[src/rtl/uart_pkg.sv]
// Shared UART definitions for the TX block and the future RX block.
//   - Parity mode encodings used by the PARITY parameter.
//   - Frame FSM state encoding.
//   - frame_clks(): clock cycles taken by one complete frame.
package uart_pkg;

  localparam int PAR_NONE = 0;
  localparam int PAR_EVEN = 1;
  localparam int PAR_ODD  = 2;

  localparam logic [2:0] ST_IDLE   = 3'd0;
  localparam logic [2:0] ST_START  = 3'd1;
  localparam logic [2:0] ST_DATA   = 3'd2;
  localparam logic [2:0] ST_PARITY = 3'd3;
  localparam logic [2:0] ST_STOP   = 3'd4;

  function automatic int frame_clks(input int clks_per_bit, input int data_bits,
                                    input int parity, input int stop_bits);
    return clks_per_bit * (1 + data_bits + ((parity != PAR_NONE) ? 1 : 0) + stop_bits);
  endfunction

endpackage

[src/rtl/uart_sync_fifo.sv]
// Generic synchronous FIFO, first-word-fall-through read port.
// Ports:
//   clk, tx_rst_n      clock, async active-low reset (empties the FIFO)
//   push, push_data    write strobe and data (ignored when full)
//   pop                read strobe; pop_data shows the head entry (ignored when empty)
//   full, empty, level occupancy flags and count, all taken from registers
module uart_sync_fifo #(
  parameter  int WIDTH = 8,
  parameter  int DEPTH = 4,
  localparam int AW    = $clog2(DEPTH),
  localparam int LW    = $clog2(DEPTH + 1)
) (
  input  logic             clk,
  input  logic             tx_rst_n,
  input  logic             push,
  input  logic [WIDTH-1:0] push_data,
  input  logic             pop,
  output logic [WIDTH-1:0] pop_data,
  output logic             full,
  output logic             empty,
  output logic [LW-1:0]    level
);

  logic [WIDTH-1:0] mem_q [DEPTH];
  logic [AW-1:0]    wr_ptr_q;
  logic [AW-1:0]    rd_ptr_q;
  logic [LW-1:0]    level_q;
  logic             push_ok;
  logic             pop_ok;

  assign push_ok = push && !full;
  assign pop_ok  = pop && !empty;

  // NOTE: storage is deliberately left out of reset; the pointers and level
  // define which entries are valid, so clearing the array buys nothing.
  always_ff @(posedge clk) begin
    if (push_ok) mem_q[wr_ptr_q] <= push_data;
  end

  // NOTE: sequential state uses non-blocking assignments so every register
  // samples the pre-edge values regardless of statement order.
  always_ff @(posedge clk or negedge tx_rst_n) begin
    if (!tx_rst_n) begin
      wr_ptr_q <= '0;
      rd_ptr_q <= '0;
      level_q  <= '0;
    end else begin
      if (push_ok) wr_ptr_q <= wr_ptr_q + AW'(1);
      if (pop_ok)  rd_ptr_q <= rd_ptr_q + AW'(1);
      case ({push_ok, pop_ok})
        2'b10:   level_q <= level_q + LW'(1);
        2'b01:   level_q <= level_q - LW'(1);
        default: level_q <= level_q;
      endcase
    end
  end

  // DEPTH is a power of two, so the pointers wrap naturally.
  assign pop_data = mem_q[rd_ptr_q];
  assign full     = (level_q == LW'(DEPTH));
  assign empty    = (level_q == '0);
  assign level    = level_q;

endmodule

[src/rtl/uart_tx_fifo_param.sv]
// Buffered UART transmitter with compile-time frame format.
// Words enter a FIFO through start/tx_data_in and are sent LSB-first as
// start bit, DATA_BITS data bits, optional parity bit, STOP_BITS stop bits.
// Consecutive frames are sent back-to-back with no idle gap.
// Ports:
//   clk, tx_rst_n   clock, async active-low reset
//   start           write strobe for tx_data_in (accepted when FIFO not full)
//   tx_ready        FIFO not full
//   tx_overflow     one-cycle pulse after a start was rejected
//   fifo_level      queued words, excluding the frame in flight
//   tx_serial_out   serial line, idle high
//   tx_busy         a frame is on the line
//   tx_done         high during the last clock of the last stop bit
module uart_tx_fifo_param
  import uart_pkg::*;
#(
  parameter  int CLKS_PER_BIT = 5208,
  parameter  int DATA_BITS    = 8,
  parameter  int PARITY       = 0,
  parameter  int STOP_BITS    = 1,
  parameter  int FIFO_DEPTH   = 4,
  localparam int LVL_W        = $clog2(FIFO_DEPTH + 1)
) (
  input  logic                 clk,
  input  logic                 tx_rst_n,
  input  logic                 start,
  input  logic [DATA_BITS-1:0] tx_data_in,
  output logic                 tx_ready,
  output logic                 tx_overflow,
  output logic [LVL_W-1:0]     fifo_level,
  output logic                 tx_serial_out,
  output logic                 tx_busy,
  output logic                 tx_done
);

  localparam int                BAUD_W    = $clog2(CLKS_PER_BIT);
  localparam logic [BAUD_W-1:0] BAUD_LAST = BAUD_W'(CLKS_PER_BIT - 1);
  localparam logic [3:0]        DATA_LAST = 4'(DATA_BITS - 1);
  localparam logic [3:0]        STOP_LAST = 4'(STOP_BITS - 1);

  logic [2:0]           state_q, state_d;
  logic [BAUD_W-1:0]    baud_q, baud_d;
  logic [3:0]           bit_q, bit_d;
  logic [DATA_BITS-1:0] shift_q, shift_d;
  logic                 par_q, par_d;
  logic                 line_q, line_d;
  logic                 busy_q, done_q, ovf_q;
  logic                 done_d;
  logic                 baud_wrap;

  logic                 push, pop;
  logic [DATA_BITS-1:0] fifo_data;
  logic                 fifo_full, fifo_empty;

  // A start against a full FIFO is rejected even if a pop frees a slot at
  // the same edge: acceptance depends only on the pre-edge level.
  assign push = start && !fifo_full;

  uart_sync_fifo #(
    .WIDTH (DATA_BITS),
    .DEPTH (FIFO_DEPTH)
  ) u_fifo (
    .clk       (clk),
    .tx_rst_n  (tx_rst_n),
    .push      (push),
    .push_data (tx_data_in),
    .pop       (pop),
    .pop_data  (fifo_data),
    .full      (fifo_full),
    .empty     (fifo_empty),
    .level     (fifo_level)
  );

  assign baud_wrap = (baud_q == BAUD_LAST);

  // NOTE: every signal assigned here gets a default first, so no path
  // through the case leaves a value unassigned and no latch is inferred.
  always_comb begin
    state_d = state_q;
    baud_d  = baud_q;
    bit_d   = bit_q;
    shift_d = shift_q;
    par_d   = par_q;
    pop     = 1'b0;

    case (state_q)
      ST_IDLE: begin
        bit_d = '0;
        if (!fifo_empty) begin
          pop     = 1'b1;
          state_d = ST_START;
        end
      end
      ST_START: begin
        if (baud_wrap) state_d = ST_DATA;
      end
      ST_DATA: begin
        if (baud_wrap) begin
          shift_d = shift_q >> 1;
          if (bit_q == DATA_LAST) begin
            bit_d   = '0;
            state_d = (PARITY != PAR_NONE) ? ST_PARITY : ST_STOP;
          end else begin
            bit_d = bit_q + 4'd1;
          end
        end
      end
      ST_PARITY: begin
        if (baud_wrap) state_d = ST_STOP;
      end
      ST_STOP: begin
        if (baud_wrap) begin
          if (bit_q == STOP_LAST) begin
            bit_d = '0;
            if (!fifo_empty) begin
              pop     = 1'b1;
              state_d = ST_START;
            end else begin
              state_d = ST_IDLE;
            end
          end else begin
            bit_d = bit_q + 4'd1;
          end
        end
      end
      default: state_d = ST_IDLE;
    endcase

    // The baud counter only runs while a frame is on the line, so every
    // frame starts with a full-length start bit.
    if (state_q == ST_IDLE) baud_d = '0;
    else                    baud_d = baud_wrap ? '0 : baud_q + BAUD_W'(1);

    // Word and parity are captured at pop; later pushes cannot disturb them.
    if (pop) begin
      shift_d = fifo_data;
      par_d   = (PARITY == PAR_ODD) ? ~^fifo_data : ^fifo_data;
    end
  end

  // Outputs are computed from next-state values and registered, which keeps
  // them glitch-free while still changing on the same edge as the state.
  always_comb begin
    case (state_d)
      ST_START:  line_d = 1'b0;
      ST_DATA:   line_d = shift_d[0];
      ST_PARITY: line_d = par_d;
      default:   line_d = 1'b1;
    endcase
  end

  assign done_d = (state_d == ST_STOP) && (baud_d == BAUD_LAST) && (bit_d == STOP_LAST);

  always_ff @(posedge clk or negedge tx_rst_n) begin
    if (!tx_rst_n) begin
      state_q <= ST_IDLE;
      baud_q  <= '0;
      bit_q   <= '0;
      shift_q <= '0;
      par_q   <= 1'b0;
      line_q  <= 1'b1;
      busy_q  <= 1'b0;
      done_q  <= 1'b0;
      ovf_q   <= 1'b0;
    end else begin
      state_q <= state_d;
      baud_q  <= baud_d;
      bit_q   <= bit_d;
      shift_q <= shift_d;
      par_q   <= par_d;
      line_q  <= line_d;
      busy_q  <= (state_d != ST_IDLE);
      done_q  <= done_d;
      ovf_q   <= start && fifo_full;
    end
  end

  assign tx_ready      = !fifo_full;
  assign tx_overflow   = ovf_q;
  assign tx_serial_out = line_q;
  assign tx_busy       = busy_q;
  assign tx_done       = done_q;

endmodule

[config.mk]
export PLATFORM = sky130hd
export DESIGN_NAME = uart_tx_fifo_param
export DESIGN_NICKNAME = d
export VERILOG_FILES = /design/src/rtl/uart_pkg.sv /design/src/rtl/uart_sync_fifo.sv /design/src/rtl/uart_tx_fifo_param.sv
export SDC_FILE = /design/constraint.sdc
export NUM_CORES = 1
export LEC_CHECK = 0
export ABC_AREA = 1
export CAP_MARGIN = 20
export CORE_MARGIN = 2
export CORE_UTILIZATION = 47
export CTS_BUF_LIST = sky130_fd_sc_hd__clkbuf_8
export CTS_CLUSTER_SIZE = 28
export DETAILED_ROUTE_END_ITERATION = 16
export GPL_TIMING_DRIVEN = 1
export PLACE_DENSITY = 0.67
export SETUP_SLACK_MARGIN = 0.3
export SKIP_LAST_GASP = 1
export SYNTH_ARGS = -nofsm -noshare
export SYNTH_HDL_FRONTEND = slang
export SYNTH_SLANG_ARGS = --single-unit
[constraint.sdc]
create_clock -name clk -period 2.5 [get_ports clk]
set_clock_uncertainty 0.1 [all_clocks]
set_input_delay 0.5 -clock clk [delete_from_list [all_inputs] [get_ports clk]]
set_output_delay 0.5 -clock clk [all_outputs]
set_load 0.02 [all_outputs]
==> parameters.txt <==
Parameter                              Value

Setup path
  Beginning of the critical path ... bit_q[0]$_DFF_PN0_
  Crit path capture type ... register
  Reg-to-reg startpoint ... bit_q[0]$_DFF_PN0_
  Top fanout value on the critical path ... 2
  Data required time of the worst path ... 2.63 ns
  Startpoint class of the critical path ... register
  Register-to-register path setup slack ... around 0.26 ns
  FF-to-FF path depth ... 14
  Worst flop-to-flop path endpoint ... u_fifo.level[2]$_DFFE_PN0P_
  Type of the worst setup path ... reg2reg
  Critical path data arrival time ... around 2.4 ns

Detailed routing
  Number of vias per cell ... just under 5
  Antenna-violating nets left ... 0
  Post-route DRC ... 0
  Met3 routed wirelength ... 192 µm
  Total length of routed met2 wires ... between 3000 and 4000 µm
  TritonRoute pass-1 iters ... 4
  Total routed wirelength ... roughly 7700 µm
  Highest routed layer ... met4
  Via total after detailed routing ... just over 3000
  Wire length per cell ... 12.5 µm
  DRC violation total after the first TritonRoute iteration ... roughly 160
  M1 wire length ... between 3000 and 4000 µm

Timing
  Number of failing hold endpoints at the final stage ... 0
  Final-report max-slew violation count ... 0
  Headroom to the max-slew limit ... 0.650
  TNS Setup ... 0 ns
  Final setup violation count ... 0
  Share of the cycle needed by the critical path after routing ... 0.896
  Max Fclk ... 446 MHz
  Final min period ... between 2 and 2.5 ns
  Pin slew with the least headroom to its limit ... 0.520 ns
  RSZ-0062 raised after global routing ... yes

Cells and area
  Most common cell after layout, fill and taps aside ... nand2_1
  Diodes inserted ... 0
  Net count reported at finish ... roughly 530
  Share of post-route cells with drive strength above 1 ... 0.185
  Highest-count cells in the layout ignoring fill and taps ... nand2_1 (155), inv_1 (52), nand3_1 (48)
  Fillers ... ~670
  Signed area change from the synthesized netlist to the final layout ... 21.7%

Synthesis
  Post-synth EDFFs ... 32
  Yosys cell types ... 41
  FFs w/ async S/R, synth ... 0.556
  Cell count after synthesis ... 453
  Net count after synthesis ... approximately 470
  Most used DFF post-synth ... dfrtp_1
  Number of synthesis warnings ... 0
  Sequential element share of the synthesized area ... 0.516
  Flip-flop and latch count after synthesis ... between 70 and 80
  Mean area per synthesized cell ... ~8.4 µm²
  Area of the mapped netlist ... roughly 3800 µm²

Power
  Highest ir drop seen on vdd ... about 0.54 mV
  Leak Pwr ... ~0.0022 µW
  Overall Power ... 4740 µW
  Power density normalized to cell area ... 1020 nW/µm²

Floorplanning
  Vertical extent of the die ... approximately 94 µm
  Placeable core region ... 7770 µm²
  Full die area ... roughly 9000 µm²
  Die Span X ... about 94 µm
  Count of pins on the block boundary ... 19
  Effective utilization at floorplan ... 0.490
  Total number of placement rows ... 32

Placement
  Post-detail-place hpwl ... around 5600 µm
  GPL Wtd Cong ... approximately 0.9
  Buffers on Ports ... 18

Global route
  Total Routing Usage GR ... 0.187
  Largest net degree at the start of global routing ... 22
  Number of antenna violations at the first check in global routing ... 0
  Global-route wire length before repair ... around 13000 µm
  Number of global-route vias before repair ... around 2900
  Grt ovf ... 0

Job
  Maximum capacitance violations ... 0

Clock network
  Maximum count of clock buffers along a single path ... 2
  Number of hold-repair buffers added at the cts stage ... 0
  Root cell of the clock tree ... clkbuf_8
  Clock H-tree levels ... 3
  Clock-pin slew reported for the worst setup and hold paths after clock tree synthesis ... about 0.08 ns
  Total clock buffers created by CTS ... 9
  CTS tree ... yes
  Clock Sinks ... between 70 and 80
  Clk Latency, worst-skew pair ... 0.35 ns

Min path
  Type of the worst min-delay path ... in2async

Run status
  Run status ... finished, final reports clean
-- how the worst max path moves through the flow --
stage	depth (start not counted)	slack [ns]	endpoint
after floorplan	13	0.14	u_fifo.level[2]$_DFFE_PN0P_
after global placement	13	0.14	u_fifo.level[2]$_DFFE_PN0P_
after detailed placement	13	0.03	u_fifo.level[2]$_DFFE_PN0P_
after CTS	13	0.23	u_fifo.level[2]$_DFFE_PN0P_
after global routing	13	0.14	u_fifo.level[2]$_DFFE_PN0P_
final	14	0.26	u_fifo.level[2]$_DFFE_PN0P_
-- kinds of logic (layout without fill, tap and decap cells) --
logic type,after synthesis,in the layout,synth area share
DFF,72,72,0.516
AOI/OAI and AO/OA,33,33,0.0553
xor gates and xnor gates,6,6,0.0138
adders and majority gates,9,9,0.0316
and+or+nand+nor,262,262,0.308
buffers and inverters,71,132,0.0747
-- flip-flops by register name, summed over array words and instances (netlist names) --
name and cells:
tx_overflow 1, par_q 1, u_fifo.mem_q 32, bit_q 4, u_fifo.level 3, baud_q 13
tx_done 1, tx_busy 1, tx_serial_out 1, shift_q 8, u_fifo.wr_ptr_q 2, u_fifo.rd_ptr_q 2
state_q 3
-- per-layer routing --
metal	GRT usage	vias up
li1	-	1570
met1	0.237	1422
met2	0.320	45
met3	0.0265	8
met4	0.0773	0
met5	0	-
-- report_power, final --
| group | internal, µW | leakage [µW] | switching (µW) |
|---|---|---|---|
| registers | 1550 | 0.000794 | 163 |
| clock network | 573 | 0.000112 | 474 |
| logic | 761 | 0.00126 | 1220 |
| total | 2880 | 0.00216 | 1860 |
-- through the flow --
step	hold WS [ns]	utilization	setup WS (ns)	instances	area, µm²
4_1_cts	0.00536	0.592	0.230	612	4600
5_1_grt	0.0302	0.596	0.139	616	4630
6_report	0.000183	0.596	0.260	616	4630
3_3_place_gp	0.382	0.542	0.141	578	4210
3_5_place_dp	0.389	0.542	0.0289	578	4210
2_1_floorplan	0.104	-	0.137	453	3840
-- worst max-delay path: stages, from the launching register on --
cell	delay, ns
dfrtp_1	0.39
inv_2	0.08
ha_4	0.12
inv_1	0.04
nor2_2	0.12
nand2_2	0.09
o21ai_4	0.18
nand2_4	0.07
clkinv_4	0.06
ha_4	0.12
inv_4	0.03
fa_2	0.35
a21oi_2	0.14
o21ai_1	0.09
xnor2_1	0.13
-- final cells by class --
| class | instances | area (µm²) | share of cell area |
|---|---|---|---|
| Tap cell | 102 | 128 | 0.0276 |
| Clock buffer | 9 | 124 | 0.0268 |
| Sequential cell | 72 | 1970 | 0.425 |
| Multi-Input combinational cell | 310 | 1620 | 0.349 |
| Inverter | 64 | 248 | 0.0535 |
| Clock inverter | 7 | 105 | 0.0227 |
| Timing Repair Buffer | 52 | 442 | 0.0954 |
-- synth_stat cells (all sizes together), types with 2 or more instances --
master | number | share of area
xor2 | 4 | 0.0092
o221ai | 4 | 0.0092
a21oi | 7 | 0.0092
nand4 | 4 | 0.0066
edfxtp | 32 | 0.25
dfrtp | 39 | 0.26
o21ai | 15 | 0.024
inv | 63 | 0.062
ha | 8 | 0.026
xnor2 | 2 | 0.0046
buf | 5 | 0.0089
o211ai | 2 | 0.0039
nand2 | 163 | 0.17
clkbuf | 2 | 0.0023
nor3 | 6 | 0.0092
nor2 | 36 | 0.047
nand3 | 51 | 0.075
-- repair_timing --
action                     CTS  global route
cloned                       0             0
setup endpoints to repair    3             3
gates resized for setup     10             1
pin swaps                   11             2
buffers inserted            18             4
Power figures use the tool's default switching activity.
